[src/rtl/zapper_frame_monitor_if.sv]
// Video/result bundle between a VGA source and the light-gun frame monitor.
// master: the video source and trigger side; slave: the frame monitor.
interface zapper_frame_monitor_if #(
    parameter int CW = 10
);
    logic          pix_en;
    logic          hSync;
    logic          vSync;
    logic          vgaBlankn;
    logic [7:0]    r;
    logic [7:0]    g;
    logic [7:0]    b;
    logic          arm;
    logic          busy;
    logic          done;
    logic          hit;
    logic [CW-1:0] hit_x;
    logic [CW-1:0] hit_y;
    logic          frame_err;
    logic [18:0]   hit_count;

    modport master (
        output pix_en, hSync, vSync, vgaBlankn, r, g, b, arm,
        input  busy, done, hit, hit_x, hit_y, frame_err, hit_count
    );

    modport slave (
        input  pix_en, hSync, vSync, vgaBlankn, r, g, b, arm,
        output busy, done, hit, hit_x, hit_y, frame_err, hit_count
    );
endinterface

[src/rtl/zapper_frame_monitor.sv]
// Light-gun sensor model: after an arm pulse, captures the next VGA frame,
// recovers pixel coordinates from vSync/vgaBlankn and reports the first pixel
// whose luma reaches THRESH, plus a frame timing error flag.
// Optional macro HIT_COUNT_EN: when defined, hit_count counts every bright
// active pixel of the captured frame; otherwise hit_count is tied to zero.
//
// state   | meaning
// --------+-----------------------------------------------------------
// IDLE    | result held, waiting for arm
// WAIT_VS | armed, waiting for the end of the vertical sync pulse
// CAPTURE | tracking x/y through the frame, looking for a bright pixel
// DONE    | frame finished; pulse done and drop busy
module zapper_frame_monitor #(
    parameter int H_ACTIVE = 640,
    parameter int V_ACTIVE = 480,
    parameter int THRESH   = 200,
    parameter int CW       = 10
) (
    input logic                    clk,
    input logic                    reset,
    zapper_frame_monitor_if.slave  bus
);

    typedef enum logic [1:0] {IDLE, WAIT_VS, CAPTURE, DONE} state_t;

    localparam logic [CW-1:0] CMAX  = '1;
    localparam logic [CW-1:0] H_LEN = CW'(H_ACTIVE);
    localparam logic [CW-1:0] V_LEN = CW'(V_ACTIVE);
    // luma >= THRESH with luma = sum >> 2 is the same as sum >= 4*THRESH
    localparam logic [9:0]    LUMA_MIN = 10'(THRESH * 4);

    state_t        state;
    logic          vs_q;
    logic          bl_q;
    logic [CW-1:0] x;
    logic [CW-1:0] y;
    logic          busy_r;
    logic          done_r;
    logic          hit_r;
    logic          err_r;
    logic [CW-1:0] hx_r;
    logic [CW-1:0] hy_r;

    logic [9:0]    luma_sum;
    logic          bright;
    logic          act;
    logic          vs_rise;
    logic          vs_fall;
    logic          bl_fall;
    logic          arm_accept;
    logic [CW-1:0] y_nxt;
    logic          y_ovf;

    assign luma_sum   = {2'b00, bus.r} + {1'b0, bus.g, 1'b0} + {2'b00, bus.b};
    assign bright     = (luma_sum >= LUMA_MIN);
    assign act        = bus.pix_en & bus.vgaBlankn;
    assign vs_rise    = bus.pix_en & ~vs_q & bus.vSync;
    assign vs_fall    = bus.pix_en & vs_q & ~bus.vSync;
    assign bl_fall    = bus.pix_en & bl_q & ~bus.vgaBlankn;
    // done is still high on the first IDLE cycle; an arm there is dropped
    assign arm_accept = (state == IDLE) & bus.arm & ~done_r;

    // Line counter advance at end of each active line, saturating at CMAX
    always_comb begin
        y_nxt = y;
        y_ovf = 1'b0;
        if (bl_fall) begin
            if (y == CMAX) y_ovf = 1'b1;
            else           y_nxt = y + CW'(1);
        end
    end

    // Previous sync/blank levels, sampled only on pixel strobes
    always_ff @(posedge clk) begin
        if (reset) begin
            vs_q <= 1'b1;
            bl_q <= 1'b1;
        end else if (bus.pix_en) begin
            vs_q <= bus.vSync;
            bl_q <= bus.vgaBlankn;
        end
    end

    // Capture sequencer with registered result outputs
    always_ff @(posedge clk) begin
        if (reset) begin
            state  <= IDLE;
            busy_r <= 1'b0;
            done_r <= 1'b0;
            hit_r  <= 1'b0;
            err_r  <= 1'b0;
            hx_r   <= '0;
            hy_r   <= '0;
            x      <= '0;
            y      <= '0;
        end else begin
            done_r <= 1'b0;
            case (state)
                IDLE: begin
                    if (arm_accept) begin
                        state  <= WAIT_VS;
                        busy_r <= 1'b1;
                        hit_r  <= 1'b0;
                        err_r  <= 1'b0;
                        hx_r   <= '0;
                        hy_r   <= '0;
                    end
                end
                WAIT_VS: begin
                    if (vs_rise) begin
                        state <= CAPTURE;
                        x     <= '0;
                        y     <= '0;
                    end
                end
                CAPTURE: begin
                    if (act) begin
                        if (bright && !hit_r) begin
                            hit_r <= 1'b1;
                            hx_r  <= x;
                            hy_r  <= y;
                        end
                        if (x == CMAX) err_r <= 1'b1;
                        else           x     <= x + CW'(1);
                    end else if (bl_fall) begin
                        if (x != H_LEN) err_r <= 1'b1;
                        x <= '0;
                    end
                    y <= y_nxt;
                    if (y_ovf) err_r <= 1'b1;
                    if (vs_fall) begin
                        if (y_nxt != V_LEN) err_r <= 1'b1;
                        state <= DONE;
                    end
                end
                DONE: begin
                    done_r <= 1'b1;
                    busy_r <= 1'b0;
                    state  <= IDLE;
                end
                default: state <= IDLE;
            endcase
        end
    end

    assign bus.busy      = busy_r;
    assign bus.done      = done_r;
    assign bus.hit       = hit_r;
    assign bus.hit_x     = hx_r;
    assign bus.hit_y     = hy_r;
    assign bus.frame_err = err_r;

`ifdef HIT_COUNT_EN
    logic [18:0] hcnt;

    // Saturating count of bright active pixels in the captured frame
    always_ff @(posedge clk) begin
        if (reset) begin
            hcnt <= '0;
        end else if (arm_accept) begin
            hcnt <= '0;
        end else if (state == CAPTURE && act && bright && hcnt != '1) begin
            hcnt <= hcnt + 19'd1;
        end
    end

    assign bus.hit_count = hcnt;
`else
    assign bus.hit_count = '0;
`endif

endmodule

[src/flat_wrapper.sv]
// flat-port wrapper written by rule: the top's interface ports become plain ports
module zapper_frame_monitor_flat 
#(
    parameter int H_ACTIVE = 640,
    parameter int V_ACTIVE = 480,
    parameter int THRESH   = 200,
    parameter int CW       = 10
)
  (clk, reset, bus_pix_en, bus_hSync, bus_vSync, bus_vgaBlankn, bus_r, bus_g, bus_b, bus_arm, bus_busy, bus_done, bus_hit, bus_hit_x, bus_hit_y, bus_frame_err, bus_hit_count);
  zapper_frame_monitor_if #(.CW(CW)) bus_i ();
  input logic clk;
  input logic reset;
  input wire logic [$bits(bus_i.pix_en)-1:0] bus_pix_en;
  input wire logic [$bits(bus_i.hSync)-1:0] bus_hSync;
  input wire logic [$bits(bus_i.vSync)-1:0] bus_vSync;
  input wire logic [$bits(bus_i.vgaBlankn)-1:0] bus_vgaBlankn;
  input wire logic [$bits(bus_i.r)-1:0] bus_r;
  input wire logic [$bits(bus_i.g)-1:0] bus_g;
  input wire logic [$bits(bus_i.b)-1:0] bus_b;
  input wire logic [$bits(bus_i.arm)-1:0] bus_arm;
  output wire logic [$bits(bus_i.busy)-1:0] bus_busy;
  output wire logic [$bits(bus_i.done)-1:0] bus_done;
  output wire logic [$bits(bus_i.hit)-1:0] bus_hit;
  output wire logic [$bits(bus_i.hit_x)-1:0] bus_hit_x;
  output wire logic [$bits(bus_i.hit_y)-1:0] bus_hit_y;
  output wire logic [$bits(bus_i.frame_err)-1:0] bus_frame_err;
  output wire logic [$bits(bus_i.hit_count)-1:0] bus_hit_count;
  assign bus_i.pix_en = bus_pix_en;
  assign bus_i.hSync = bus_hSync;
  assign bus_i.vSync = bus_vSync;
  assign bus_i.vgaBlankn = bus_vgaBlankn;
  assign bus_i.r = bus_r;
  assign bus_i.g = bus_g;
  assign bus_i.b = bus_b;
  assign bus_i.arm = bus_arm;
  assign bus_busy = bus_i.busy;
  assign bus_done = bus_i.done;
  assign bus_hit = bus_i.hit;
  assign bus_hit_x = bus_i.hit_x;
  assign bus_hit_y = bus_i.hit_y;
  assign bus_frame_err = bus_i.frame_err;
  assign bus_hit_count = bus_i.hit_count;
  zapper_frame_monitor #(.H_ACTIVE(H_ACTIVE), .V_ACTIVE(V_ACTIVE), .THRESH(THRESH), .CW(CW)) u_core (.clk(clk), .reset(reset), .bus(bus_i));
endmodule
[config.mk]
export PLATFORM = sky130hd
export DESIGN_NAME = zapper_frame_monitor_flat
export DESIGN_NICKNAME = d
export VERILOG_FILES = /design/src/rtl/zapper_frame_monitor_if.sv /design/src/rtl/zapper_frame_monitor.sv /design/src/flat_wrapper.sv
export SDC_FILE = /design/constraint.sdc
export NUM_CORES = 1
export LEC_CHECK = 0
export ABC_AREA = 1
export CAP_MARGIN = 10
export CELL_PAD_IN_SITES_DETAIL_PLACEMENT = 2
export CELL_PAD_IN_SITES_GLOBAL_PLACEMENT = 2
export CORE_UTILIZATION = 28
export CTS_BUF_LIST = sky130_fd_sc_hd__clkbuf_8
export CTS_CLUSTER_DIAMETER = 150
export DETAILED_ROUTE_END_ITERATION = 8
export GPL_TIMING_DRIVEN = 0
export PLACE_DENSITY = 0.92
export SETUP_SLACK_MARGIN = 0.5
export SKIP_LAST_GASP = 1
export SYNTH_ARGS = -nofsm -noshare
export SYNTH_HDL_FRONTEND = slang
export SYNTH_SLANG_ARGS = --single-unit
export TNS_END_PERCENT = 100
[constraint.sdc]
create_clock -name clk -period 3.4 [get_ports clk]
set_input_delay 0.51 -clock clk [delete_from_list [all_inputs] [get_ports clk]]
set_output_delay 0.51 -clock clk [all_outputs]
set_load 0.02 [all_outputs]
== After elaboration in Yosys (flattened, before gate mapping) ==
Index checks and enable logic that the tools add are counted.
Storage, ports and cells
  bits in registers: 48
  input bits: 31
  output and inout bits: 43
Cells by class
  add/sub/neg operators: 4
  $lt $le $gt $ge: 1
  equality and inequality tests: 14
  muxes and demuxes: 36
  bitwise logic cells: 13
  reduce and logical (&&, ||, !) cells: 12
Operators with widths (count)
  two-way mux 10 bit: 11
  one-hot mux 10 bit (2 select lines): 4
  adder 10 x 1 -> 10 bit, second input constant: 2
  equality test 10 bit, second input constant: 2
  two-way mux 1 bit: 14
  adder 10 x 8 -> 10 bit: 1
  adder 8 x 9 -> 10 bit: 1
  greater-or-equal comparator 10 bit, second input constant: 1
  inequality test 10 bit, second input constant: 1
  inequality test 10 x 9 -> 1 bit, second input constant: 1
  inequality test 2 x 1 -> 1 bit, second input constant: 5
  bitwise AND 1 bit: 9
  one-hot mux 2 bit (4 select lines): 1
  AND reduction 4 bit: 2
  two-way mux 2 bit: 3
  one-hot mux 1 bit (2 select lines): 3
  AND reduction 2 bit: 3
  nonzero test 2 bit: 3
  equality test 2 bit, second input constant: 2
  inverter 1 bit: 4
  inequality test 3 x 1 -> 1 bit, second input constant: 1
  inequality test 3 bit, second input constant: 1
  AND reduction 3 bit: 1
  equality test 2 x 1 -> 1 bit, second input constant: 1
  3 further kinds: 3

== Logic depth before layout (Yosys ltp) ==
Gate-level depths: netlist (run 1).
  depth in word-level cells: 8
  depth in mapped cells: 18
  depth with buffers taken out: 17

== Worst setup path after synthesis (run 1) ==
OpenSTA, ideal clock, no wires.
  kind: input to register
  from: input bus_b[1]
  to: register u_core.hit_r, in the netlist u_core.bus.hit
  setup time: 0.132 ns
  arrival: 2.586 ns
  path slack: 0.682 ns
  stages on the path: 18
  path buffers: 1
  path through: inv_1 fa_1 inv_1 ha_1 fa_1 nand3_1 nand2_1 nand2_1 nand3_1 nand2_1 nand2_1 nand4_1 nand2_1 nand2_1 nand2_1 buf_2 nand2_1 a21oi_1
On the way
  cells in the longest elaborated chain, start to end: 5
Ends and longest elaborated chain
  start: declaration: line flat_wrapper.sv:19  | input wire logic [$bits(bus_i.b)-1:0] bus_b;
  adder 10 x 8 -> 10 bit: line zapper_frame_monitor.sv:54  | assign luma_sum = {2'b00, bus.r} + {1'b0, bus.g, 1'b0} + {2'b00, bus.b};
  greater-or-equal comparator 10 bit: line zapper_frame_monitor.sv:55  | assign bright = (luma_sum >= LUMA_MIN);
  logical AND 1 bit: line zapper_frame_monitor.sv:118  | if (bright && !hit_r) begin
  inequality test 2 x 1 -> 1 bit (no line)
  AND reduction 4 bit (no line)
  end signal: assignment: line zapper_frame_monitor.sv:90  | hit_r <= 1'b0;
  end signal: assignment: line zapper_frame_monitor.sv:103  | hit_r <= 1'b0;
  end signal: assignment: line zapper_frame_monitor.sv:119  | hit_r <= 1'b1;
  end: declaration: line zapper_frame_monitor.sv:39  | logic hit_r;
No other way between the ends.
A chain may end at the register's enable or synchronous reset.

== Final worst setup path (run 1) ==
  from: input bus_g[0]
  to: register u_core.hy_r[0], in the netlist u_core.bus.hit_y[0]
On the way
  cells in the longest elaborated chain, start to end: 6
Ends and longest elaborated chain
  start: declaration: line flat_wrapper.sv:18  | input wire logic [$bits(bus_i.g)-1:0] bus_g;
  adder 8 x 9 -> 10 bit: line zapper_frame_monitor.sv:54
  adder 10 x 8 -> 10 bit: line zapper_frame_monitor.sv:54
  greater-or-equal comparator 10 bit: line zapper_frame_monitor.sv:55
  logical AND 1 bit: line zapper_frame_monitor.sv:118
  inequality test 2 x 1 -> 1 bit (no line)
  AND reduction 4 bit (no line)
  end signal: assignment: line zapper_frame_monitor.sv:121  | hy_r <= y;
  end: declaration: line zapper_frame_monitor.sv:42  | logic [CW-1:0] hy_r;
No other way between the ends.

==> metrics list, run 1 <==
* Final clock period utilization by the worst path: 0.830
- The clock arrives with 0.00733 ns of skew.
* Wire length of the first global-routing pass: 18.3 mm
- Post-route total power: between 0.002 and 0.0025 W
* Maximum number of pins on one net before global-route repair: 16
- The routed layout has around 3,400 vias.
- Share of layout cells above drive strength 1: 0.199
- The first detailed-routing pass ran for 4 iterations.
- Number of warnings reported in the yosys synthesis log: 0
- H-tree levels: 2
* Violation count after the first detailed-routing iteration: 75
- In this run, synthesis produced a sequential element count of 48.
* Number of cell rows: 38
- In the global route stage, overall resource usage came out at 0.199.
- Max FO, Critical Path: 5
* Run status: complete, no violations
- Setup total negative slack on the finished layout was measured at 0 ns.
- Antenna violations before repair: 0
- Floorplan Core Area: between 10,000 and 15,000 um^2
- Static timing analysis puts the maximum clock frequency at 0.354 GHz.
- Once layout is complete, the utilization of the core stands at 0.405.
- Height of the die: 109 um
- Clock slew at reported path FFs: roughly 0.10 ns
- Leaving out fill and tap cells, the most frequent cells in the layout are sky130_fd_sc_hd__nand2_1 (86), sky130_fd_sc_hd__dfxtp_1 (48), sky130_fd_sc_hd__inv_1 (42), sky130_fd_sc_hd__a21oi_1 (41), sky130_fd_sc_hd__nand3_1 (35).
- Vias in the first global route: 3,756
* Area of the die: 11,900 um^2
- The worst hold path belongs to the class reg -> reg.
- The count of buffers added on input and output ports is 52.
- CP startpoint kind: input pin
- The smallest clock period supported by the final layout is computed as roughly 2.8 ns.
* Clk sink count: 48
- The critical path is of the in -> reg type.
* Max Cap Violations: 0
- In this run the register-to-register setup slack is between 0.8 and 0.9 ns.
- Remaining Overflow, GRT: 0
* Horiz. Die Dim: 109 um
- The initial utilization of the core area, before any placement, comes to 0.292.
- The startpoint identified for the worst register-to-register timing path is u_core.state[0]$_SDFFE_PP0P_.
- Drc violations: 0
- Cell count after synthesis: 454
* Bufs on Longest Clock Path: 2
- Buffers inserted during clock tree synthesis total 5.
- R2R depth: 8
- At the end of routability-driven placement, the weighted congestion stood at between 0.8 and 0.9.
* Worst setup path startpoint: bus_g[0]
* CP endpoint kind: flop
* Mean number of vias per cell: 5.03
* Reported leakage power: 1.90 nW
* Commonest non-fill, non-tap cell in the layout: sky130_fd_sc_hd__nand2_1
* Antenna Nets Post-Route: 0
- Setup repair after global routing missed its margin: no
* Actual slew at the worst max-slew pin: 0.785 ns
- TritonCTS built the clock tree.
- Data on the critical path is required at its endpoint by 3.66 ns.
* Antenna fix cells: 0
- Clock latency on the worst-skew pair: 0.32 ns
- Post-synthesis instance area: 3210 um^2
- STA puts the critical path data arrival time at approximately 3.1 ns.
- Fin nets: 597
- Setup violations remaining at the end of the flow were counted as 0.
- The most critical setup path has its endpoint at u_core.bus.hit_y[0]$_SDFFE_PP0P_.
- Buffers inserted to repair hold after CTS numbered 0.
* Average routed wire per standard cell: 17.8 um
- In this run the critical register-to-register path is captured at u_core.bus.hit_y[0]$_SDFFE_PP0P_.
- Final wirelength: 12.2 mm
* Final slew viol count: 0
- Sequential element share of the synthesized area: 0.300
- Dividing the synthesized area by the synthesized cell count gives just over 7 um^2.
* Top-Level Pins: 74
- Detailed placement finished with a half-perimeter wire length of 8.43 mm.
- Library cell used as clock root buffer: sky130_fd_sc_hd__clkbuf_8
* Number of hold-slack violations in the final timing report: 0
- Number of distinct library cell variants in the gate-level netlist after synthesis: 36
- Across the VDD grid, the largest voltage drop is 0.193 mV.
- Power per Cell Area: 514 nW/um^2
* Headroom to the max-slew limit: 0.475
- From synthesis to final layout, the design area changed by 38.6%.
## metal layers
metal	up-vias	wire length (um)	global-route usage
met1	1696	4560	0.206
met3	25	504	0.0287
met5	-	0	0
met4	0	383	0.0695
met2	74	6730	0.399
li1	1633	-	-
## synth_stat cells, drive strengths merged
cell      n  share of area
a211oi    2         0.0047
a21oi    50          0.080
a31oi     1         0.0020
buf      28          0.065
clkbuf    9          0.011
conb      1         0.0012
dfxtp    48           0.30
fa        8          0.050
ha       17          0.066
inv      50          0.059
nand2   102           0.12
nand3    39          0.062
nand3b    5          0.012
nand4    26          0.051
nor2     35          0.046
nor3      7          0.016
nor3b     1         0.0023
nor4      1         0.0020
o211ai    2         0.0047
o21ai    16          0.030
o22ai     1         0.0020
o31ai     1         0.0023
xnor2     3         0.0082
xor2      1         0.0027
## final cells by class
cell class | count | area, um^2
Fill cell | 1257 | 6540
Timing Repair Buffer | 62 | 641
Inverter | 50 | 188
Multi-Input combinational cell | 337 | 2100
Sequential cell | 48 | 961
Clock buffer | 6 | 82.6
Clock inverter | 2 | 38.8
Tap cell | 140 | 175
Buffer | 37 | 255
## registers in the layout (all words and copies together) (netlist names), 2 cells and up
name and flops:
u_core.bus.hit_x 10, u_core.bus.hit_y 10, u_core.x 10, u_core.y 10, u_core.state 2
## worst min-delay path by stage
stage / startpoint / cells past startpoint / to / slack, ns
2_1_floorplan: u_core.bl_q$_SDFFE_PP1P_ / 2 / u_core.bl_q$_SDFFE_PP1P_ / 0.45
3_3_place_gp: u_core.bus.hit_y[8]$_SDFFE_PP0P_ / 2 / u_core.bus.hit_y[8]$_SDFFE_PP0P_ / 0.45
3_5_place_dp: u_core.bus.hit_x[0]$_SDFFE_PP0P_ / 2 / u_core.bus.hit_x[0]$_SDFFE_PP0P_ / 0.46
4_1_cts: u_core.bus.hit_x[0]$_SDFFE_PP0P_ / 2 / u_core.bus.hit_x[0]$_SDFFE_PP0P_ / 0.47
5_1_grt: u_core.bus.hit_x[5]$_SDFFE_PP0P_ / 2 / u_core.bus.hit_x[5]$_SDFFE_PP0P_ / 0.50
6_report: u_core.bus.hit_x[5]$_SDFFE_PP0P_ / 2 / u_core.bus.hit_x[5]$_SDFFE_PP0P_ / 0.47
## critical path, stage by stage
cell                            delay (ns)
sky130_fd_sc_hd__dlygate4sd2_1        0.19
sky130_fd_sc_hd__inv_1                0.04
sky130_fd_sc_hd__fa_1                 0.49
sky130_fd_sc_hd__inv_2                0.05
sky130_fd_sc_hd__ha_4                 0.16
sky130_fd_sc_hd__fa_2                 0.38
sky130_fd_sc_hd__nand3_2              0.07
sky130_fd_sc_hd__nand2_2              0.07
sky130_fd_sc_hd__nand2_2              0.09
sky130_fd_sc_hd__nand3_4              0.08
sky130_fd_sc_hd__nand2_4              0.11
sky130_fd_sc_hd__a21oi_4              0.07
sky130_fd_sc_hd__nor2_4               0.18
sky130_fd_sc_hd__buf_6                0.15
sky130_fd_sc_hd__nand4_1              0.20
sky130_fd_sc_hd__a21oi_4              0.24
## cells by family (layout without fill, tap and decap cells)
| kind of cell | Yosys count | count (layout) | share of synthesized area |
|---|---|---|---|
| AND/OR/NAND/NOR | 216 | 216 | 0.312 |
| other | 1 | 19 | 0.00117 |
| adder cells (fa/ha/maj) | 25 | 25 | 0.116 |
| flip-flops | 48 | 48 | 0.300 |
| buffers and inverters | 87 | 157 | 0.134 |
| XOR/XNOR | 4 | 4 | 0.0109 |
| AO/OA/AOI/OAI | 73 | 73 | 0.126 |
## timing repair
action	4_1_cts	5_1_grt
endpoints found under the setup margin	21	21
pin swaps	14	31
resized for setup	37	49
gates cloned	3	0
setup buffers	4	3
## where the power goes
group | internal [W] | total, W | leakage, nW | switching, W
registers | 0.000597 | 0.000625 | 0.388 | 0.0000286
logic | 0.000431 | 0.00119 | 1.45 | 0.000761
clock network | 0.000241 | 0.000467 | 0.0614 | 0.000226
## per-stage QoR
stage / area [um^2] / hold WS (ns) / setup slack, ns / instances
floorplan: 3270 / 0.450 / 0.682 / 472
global placement: 3970 / 0.451 / -0.0553 / 664
detailed placement: 3970 / 0.460 / -0.186 / 664
CTS: 4270 / 0.474 / 0.496 / 679
global route: 4440 / 0.497 / 0.498 / 682
finish: 4440 / 0.473 / 0.577 / 682
Note: power is estimated with default switching activity, not from simulation.
==> inputs of run 2 (changes only) <==
==> constraint.sdc (replaced) <==
create_clock -name clk -period 2.7 [get_ports clk]
set_input_delay 0.405 -clock clk [delete_from_list [all_inputs] [get_ports clk]]
set_output_delay 0.405 -clock clk [all_outputs]
set_load 0.02 [all_outputs]
==> run 2 against run 1 <==
Core utilization increased by 1.3 points. Final cell count rose by 0.59%. Die area unchanged. Global-route usage up 1.7 points. Power grew 32%. Hold slack worse by 0.016 ns. Non-clock buffer count up 4. Highest routed layer unchanged.
==> metrics list, run 2 (same netlist as run 1, synthesis figures left out) <==
- The horizontal extent of the die was 109 um (unchanged).
- Global routing usage summed across all routing layers: 0.216 (+0.0168)
* Library cell used as clock root buffer: sky130_fd_sc_hd__clkbuf_8
- The flow ran to the end, and the final reports show no timing, DRC or antenna violations.
* Initial cell density of the core: 0.292 (unchanged)
- The mean number of vias per cell came to 5.09 (+1.3%).
- The routed wire length per instance came to 19.1 um (+6.8%).
- The worst setup timing slack at the placement stage was -0.703 ns (-0.518 ns).
* Top-Level Pins: 74 (unchanged)
- Number of I/O port buffers: 52 (unchanged)
- Layout area overhead: 43.2%
* Max FO, Critical Path: 5 (unchanged)
- Share of layout cells above drive strength 1: 0.271 (+0.0718)
- Vias in the first global route: 3,958 (+5.4%)
- Router iterations before antenna repair: 4 (unchanged)
* Crit path time final: 2.66 ns
- Height of the die: 109 um (unchanged)
* H-tree levels: 2 (unchanged)
- The wire length of the first global-routing pass was 19.7 mm (+7.7%).
- The cell leakage power is 1.83 nW (-3.5%).
* Area after detailed placement: 4000 um^2 (+0.88%)
- R2R depth: 8 (unchanged)
- The filler cell count came to 1,252 (-0.40%).
- DP Cell Count: 664 (unchanged)
- Cell internal power dissipation: 0.00162 W (+28%)
- The worst setup path is launched from an input pin.
* Drc violations: 0 (unchanged)
- Violation count after the first detailed-routing iteration: 142 (+89%)
- TritonCTS clock tree: yes
- The worst slew margin relative to its limit was 0.461 (-0.0139).
- Floorplan Core Area: 11,000 um^2 (unchanged)
* Setup repair after global routing missed its margin: yes
* Maximum frequency from static timing analysis: 0.376 GHz
- Final clock period utilization by the worst path: 0.985
- Share of total power in the clock network: 0.192 (-0.013)
* Actual slew at the worst max-slew pin: 0.808 ns (+0.0237 ns)
* Commonest non-fill, non-tap cell in the layout: sky130_fd_sc_hd__nand2_1
- Clock latency on the worst-skew pair: 0.32 ns (about the same)
- The wire length reported by the detailed router was 13.1 mm (+7.4%).
- The net switching component of the power came to 0.00139 W (+37%).
* Remaining Overflow, GRT: 0 (unchanged)
- The number of vias in the routed layout was 3,493 (+1.9%).
- The setup slack on the worst flop-to-flop path came to 0.30 ns (-0.51 ns).
- The cell depth of the worst min-delay path was 2 (unchanged).
- The die area came to 11,900 um^2 (unchanged).
- TritonCTS buffer count: 5 (unchanged)
- The worst setup margin is 0.0415 ns (-0.536 ns).
- Antenna Nets Post-Route: 0 (unchanged)
- The number of placement rows is 38 (unchanged).
- Hold Crit Class: in -> reg
- The final count of hold timing violations is 0 (unchanged).
- Antenna fix cells: 0 (unchanged)
- The required time of the critical path was 2.95 ns (-0.71 ns).
- Max Cap Violations: 0 (unchanged)
- The clock slew at the register clock pins of the worst setup and hold paths came to 0.10 ns (about the same).
- The final non-filler cell area was 4590 um^2 (+3.3%).
* Final slew viol count: 0 (unchanged)
- In the layout the commonest cells are sky130_fd_sc_hd__nand2_1 (71), sky130_fd_sc_hd__dfxtp_1 (46), sky130_fd_sc_hd__inv_1 (42), sky130_fd_sc_hd__nand3_1 (36), sky130_fd_sc_hd__buf_4 (30).
- The power density of the placed cells was 657 nW/um^2 (+28%).
- Fin nets: 601 (+0.67%)
- The multi-input combinational cell area was 2240 um^2 (+6.7%).
- Switching share of power: 0.462 (+0.0178)
- The final non-filler cell total is 686 (+0.59%).
- The sequential share of power came to 0.262 (-0.012).
- Skew final: 0.00555 ns (-0.00177 ns)
* Maximum number of pins on one net before global-route repair: 17 (+1)
- The placer congestion estimate was 0.836 (-1.4%).
* Sequential Area: 963 um^2 (+0.26%)
* VDD IR max: 0.258 mV (+34%)
* Post-route setup TNS: 0 ns (unchanged)
- Comb power frac: 0.546 (+0.024)
- CP endpoint kind: flop
* Clk sink count: 48 (unchanged)
- Detailed placer's ending HPWL: 8.39 mm (-0.46%)
- Worst path arrival time: 2.90 ns (-0.18 ns)
* Worst Setup Path Type: in -> reg
- The number of buffers between clock root and the deepest sink was 2 (unchanged).
- The number of antenna violations at the first check in global routing was 0 (unchanged).
- The final setup violation count was 0 (unchanged).
[run 2: per-layer routing]
| metal | track usage | wire, um |
|---|---|---|
| met1 | 0.226 | 5130 |
| met3 | 0.0269 | 461 |
| met5 | 0 | 0 |
| met2 | 0.430 | 7180 |
| met4 | 0.0801 | 301 |
[run 2: power by group through the flow]
stage | combinational, W | sequential, W | clock, W
after floorplan | 0.000873 | 0.000803 | 0
after global placement | 0.00116 | 0.000798 | 0
after detailed placement | 0.00123 | 0.000802 | 0
after CTS | 0.00152 | 0.000786 | 0.000572
after global routing | 0.00177 | 0.000796 | 0.000614
final | 0.00164 | 0.000789 | 0.000580
[run 2: worst paths after layout]
path | startpoint | endpoint
max | bus_r[1] | u_core.bus.hit_y[7]$_SDFFE_PP0P_
min | bus_pix_en | u_core.vs_q$_SDFFE_PP1P_
max reg2reg | u_core.state[0]$_SDFFE_PP0P_ | u_core.bus.hit_x[9]$_SDFFE_PP0P_
min reg2reg | u_core.bus.hit_x[2]$_SDFFE_PP0P_ | u_core.bus.hit_x[2]$_SDFFE_PP0P_
[run 2: metrics by stage]
stage | power, W | utilization | hold WS [ns]
floorplan | 0.00168 | - | 0.450
global placement | 0.00196 | 0.365 | 0.449
detailed placement | 0.00203 | 0.365 | 0.457
CTS | 0.00288 | 0.404 | 0.473
global route | 0.00318 | 0.418 | 0.479
finish | 0.00301 | 0.418 | 0.457
[run 2: final cells by class]
| type | instances | area share |
|---|---|---|
| tap | 140 | 0.0382 |
| clock buffer | 5 | 0.0150 |
| clock inverter | 3 | 0.0101 |
| buffer | 37 | 0.0570 |
| sequential | 48 | 0.210 |
| multi-input combinational | 337 | 0.489 |
| timing repair buffer | 66 | 0.138 |
| inverter | 50 | 0.0425 |
[run 2: what timing repair did]
action / in CTS / in global routing
pin swaps: 36 / 22
resized for setup: 101 / 36
setup endpoints to repair: 22 / 34
gates cloned: 3 / 0
hold buffers: 0 / 0
buffers inserted: 9 / 2
[run 2: worst max-delay path, cell delays in order]
cell	delay [ns]
sky130_fd_sc_hd__buf_6	0.07
sky130_fd_sc_hd__inv_2	0.03
sky130_fd_sc_hd__fa_1	0.55
sky130_fd_sc_hd__inv_2	0.05
sky130_fd_sc_hd__ha_4	0.16
sky130_fd_sc_hd__fa_2	0.37
sky130_fd_sc_hd__nand3_2	0.07
sky130_fd_sc_hd__nand2_2	0.08
sky130_fd_sc_hd__nand2_2	0.11
sky130_fd_sc_hd__nand4_1	0.15
sky130_fd_sc_hd__nand2_2	0.11
sky130_fd_sc_hd__nand4_1	0.08
sky130_fd_sc_hd__nand2_1	0.11
sky130_fd_sc_hd__nand2_2	0.07
sky130_fd_sc_hd__nand2_4	0.13
sky130_fd_sc_hd__buf_6	0.16
sky130_fd_sc_hd__nand2_2	0.05
sky130_fd_sc_hd__a21oi_2	0.14
==> inputs of run 3 (changes only) <==
--- a/config.mk
+++ b/config.mk
@@ -9,12 +9,13 @@
 export CAP_MARGIN = 10
 export CELL_PAD_IN_SITES_DETAIL_PLACEMENT = 2
 export CELL_PAD_IN_SITES_GLOBAL_PLACEMENT = 2
-export CORE_UTILIZATION = 28
+export CORE_UTILIZATION = 26
 export CTS_BUF_LIST = sky130_fd_sc_hd__clkbuf_8
 export CTS_CLUSTER_DIAMETER = 150
+export CTS_CLUSTER_SIZE = 20
 export DETAILED_ROUTE_END_ITERATION = 8
 export GPL_TIMING_DRIVEN = 0
-export PLACE_DENSITY = 0.92
+export PLACE_DENSITY = 0.9
 export SETUP_SLACK_MARGIN = 0.5
 export SKIP_LAST_GASP = 1
 export SYNTH_ARGS = -nofsm -noshare
==> constraint.sdc (replaced) <==
create_clock -name clk -period 2.3 [get_ports clk]
set_input_delay 0.345 -clock clk [delete_from_list [all_inputs] [get_ports clk]]
set_output_delay 0.345 -clock clk [all_outputs]
set_load 0.02 [all_outputs]
==> run 3 against run 2 <==
Critical path type unchanged. The flow now finishes with violations (negative setup slack). Final cell count rose by 1.5%. Final area grew 3.7%. Largest power group unchanged. Die area up 7.6%. Sequential share of layout area decreased by 0.49 points. Via count increased by 2.0%. Global-route usage decreased by 0.77 points. Critical path depth decreased by 5. Sequential power rose by 18%. First-iteration DRC count increased by 26%. Flip-flop and latch count is the same. Hold slack got worse by 0.0082 ns. Critical endpoint unchanged. Largest cell class unchanged. Clock-buffer cell count increased by 1.
==> metrics list, run 3 (same netlist as run 1, synthesis figures left out) <==
- The flow ran to the end, but the final reports show violations.
* Violated checks: negative setup slack
- CP endpoint kind: flop
* VDD IR max: 0.293 mV (+13%)
* Power per Cell Area: 767 nW/um^2 (+17%)
* Antenna violations before repair: 0 (unchanged)
* Maximum number of pins on one net before global-route repair: 16 (-1)
- Total vias in the final route: 3,562 (+2.0%)
- Clock slew at reported path FFs: 0.10 ns (about the same)
* Final clock period utilization by the worst path: 1.12
- Counting I/O delays and the setup requirement, the final critical path takes 2.57 ns.
- Vias in the first global route: 3,955 (-0.076%)
- The filler cell count was 1,374 (+9.7%).
- In this run the clock root is driven by a sky130_fd_sc_hd__clkbuf_8.
- Floorplan Core Area: 12,000 um^2 (+9.4%)
- Initial cell density of the core: 0.267 (-0.0250)
* Worst Setup Path Type: in -> reg
- The final setup violation count is 21 (+21).
* Reported leakage power: 1.88 nW (+2.7%)
* Max FO, Critical Path: 5 (unchanged)
- The path class of the tightest hold or removal check is in -> reg.
- Post-route setup TNS: -4.46 ns (-4.46 ns)
* Final slew viol count: 0 (unchanged)
* Data required time at the worst endpoint: 2.56 ns (-0.39 ns)
- Routability-driven placement congestion ratio: 0.847 (+1.3%)
- The final count of hold timing violations was 0 (unchanged).
- From synthesis to final layout, the design area changed by 48.5%.
- H-tree levels: 2 (unchanged)
- Horiz. Die Dim: 113 um (+3.7%)
* Remaining Overflow, GRT: 0 (unchanged)
* Maximum frequency from static timing analysis: between 0.3 and 0.4 GHz
- Router iterations before antenna repair: 4 (unchanged)
- STA classifies the critical path startpoint as an input pin.
- The wire length reported by the detailed router was 13.9 mm (+6.1%).
- Average routed wire per standard cell: 19.9 um (+4.6%)
- The number of maximum-capacitance violations is 0 (unchanged).
- The die area came to 12,800 um^2 (+7.6%).
* Placement Setup Slack: -1.04 ns (-0.334 ns)
- Commonest non-fill, non-tap cell in the layout: sky130_fd_sc_hd__nand2_1
- The critical path arrival is 2.82 ns (-0.08 ns).
* Top-Level Pins: 74 (unchanged)
* # hold bufs at CTS: 0 (unchanged)
- Setup repair after global routing could not meet its margin everywhere.
* Mean number of vias per cell: 5.12 (+0.51%)
- Final core utilization: 0.396 (-0.0215)
- Skew final: 0.0101 ns (+0.00455 ns)
- Global routing usage summed across all routing layers: 0.208 (-0.00771)
* Post-layout worst setup margin: -0.267 ns (-0.309 ns)
- Wire length of the first global-routing pass: 20.7 mm (+5.1%)
- The count of input and output buffers is 52 (unchanged).
- The TritonCTS sink count was 48 (unchanged).
* Clock latency on the worst-skew pair: 0.32 ns (about the same)
* Drc violations: 0 (unchanged)
* Height of the die: 113 um (+3.7%)
- The number of buffers between clock root and the deepest sink was 2 (unchanged).
- Number of cell rows: 40 (+5.3%)
* TritonCTS clock tree: yes
* Antenna Nets Post-Route: 0 (unchanged)
- The transition time at the pin with the least slew margin is 0.712 ns (-0.0962 ns).
- The post-detailed-placement half-perimeter wirelength came to 8.38 mm (-0.12%).
- Violation count after the first detailed-routing iteration: 179 (+26%)
* Antenna fix cells: 0 (unchanged)
* Fin nets: 604 (+0.50%)
- Share of layout cells above drive strength 1: 0.332 (+0.0604)
- Most frequent cells in the layout: sky130_fd_sc_hd__nand2_1 (68), sky130_fd_sc_hd__dfxtp_1 (40), sky130_fd_sc_hd__inv_1 (39), sky130_fd_sc_hd__nand3_1 (31), sky130_fd_sc_hd__buf_4 (31)
* Headroom to the max-slew limit: 0.525 (+0.0642)
- The CTS buffer count was 5 (unchanged).
[run 3: what timing repair did]
action | CTS | global route
resized for setup | 126 | 70
endpoints found under the setup margin | 42 | 36
gates cloned | 4 | 0
setup buffers | 10 | 3
pin swaps | 39 | 34
[run 3: layout make-up]
cell class	count	area [um^2]	area share
clock buffers	6	82.6	0.0173
clock inverters	2	38.8	0.00815
inverters	50	198	0.0415
multi-input cells	337	2360	0.495
flip-flops and latches	48	976	0.205
well taps	147	184	0.0386
repair buffers	69	641	0.135
plain buffers	37	283	0.0594
[run 3: per-stage QoR]
step	hold slack [ns]	power, W	std cells	cell area, um^2
detailed placement	0.457	0.00237	671	4010
CTS	0.446	0.00341	693	4540
floorplan	0.450	0.00197	472	3310
global placement	0.449	0.00230	671	4010
finish	0.448	0.00365	696	4760
global route	0.486	0.00385	696	4760
[run 3: final timing paths]
check,startpoint,slack [ns],depth (start not counted),to
setup / recovery,bus_g[2],-0.27,13,u_core.bus.hit_y[7]$_SDFFE_PP0P_
hold / removal,reset,0.45,2,u_core.y[0]$_SDFFE_PP0P_
hold reg to reg,u_core.bus.hit_x[5]$_SDFFE_PP0P_,0.47,2,u_core.bus.hit_x[5]$_SDFFE_PP0P_
setup reg to reg,u_core.state[0]$_SDFFE_PP0P_,-0.12,8,u_core.bus.hit_y[7]$_SDFFE_PP0P_
[run 3: worst max-delay path, cell delays in order]
cell and delay [ns]:
sky130_fd_sc_hd__dlygate4sd2_1 0.26, sky130_fd_sc_hd__fa_2 0.57, sky130_fd_sc_hd__ha_4 0.22, sky130_fd_sc_hd__a21oi_1 0.13, sky130_fd_sc_hd__nand2_1 0.13, sky130_fd_sc_hd__nand2_2 0.12
sky130_fd_sc_hd__nand2_1 0.07, sky130_fd_sc_hd__o21ai_2 0.07, sky130_fd_sc_hd__nand3b_1 0.15, sky130_fd_sc_hd__nor2_4 0.24, sky130_fd_sc_hd__buf_6 0.15, sky130_fd_sc_hd__nand4_1 0.15
sky130_fd_sc_hd__a21oi_4 0.20
[run 3: where the power goes]
part / total [W] / switching, W / internal, W
combinational: 0.00203 / 0.00130 / 0.000724
clock: 0.000692 / 0.000336 / 0.000357
sequential: 0.000933 / 0.0000500 / 0.000883
[run 3: metal layers]
metal	routed length, um	global-route usage
met2	7710	0.415
met3	454	0.0220
met1	5340	0.225
met5	0	0
met4	383	0.0711
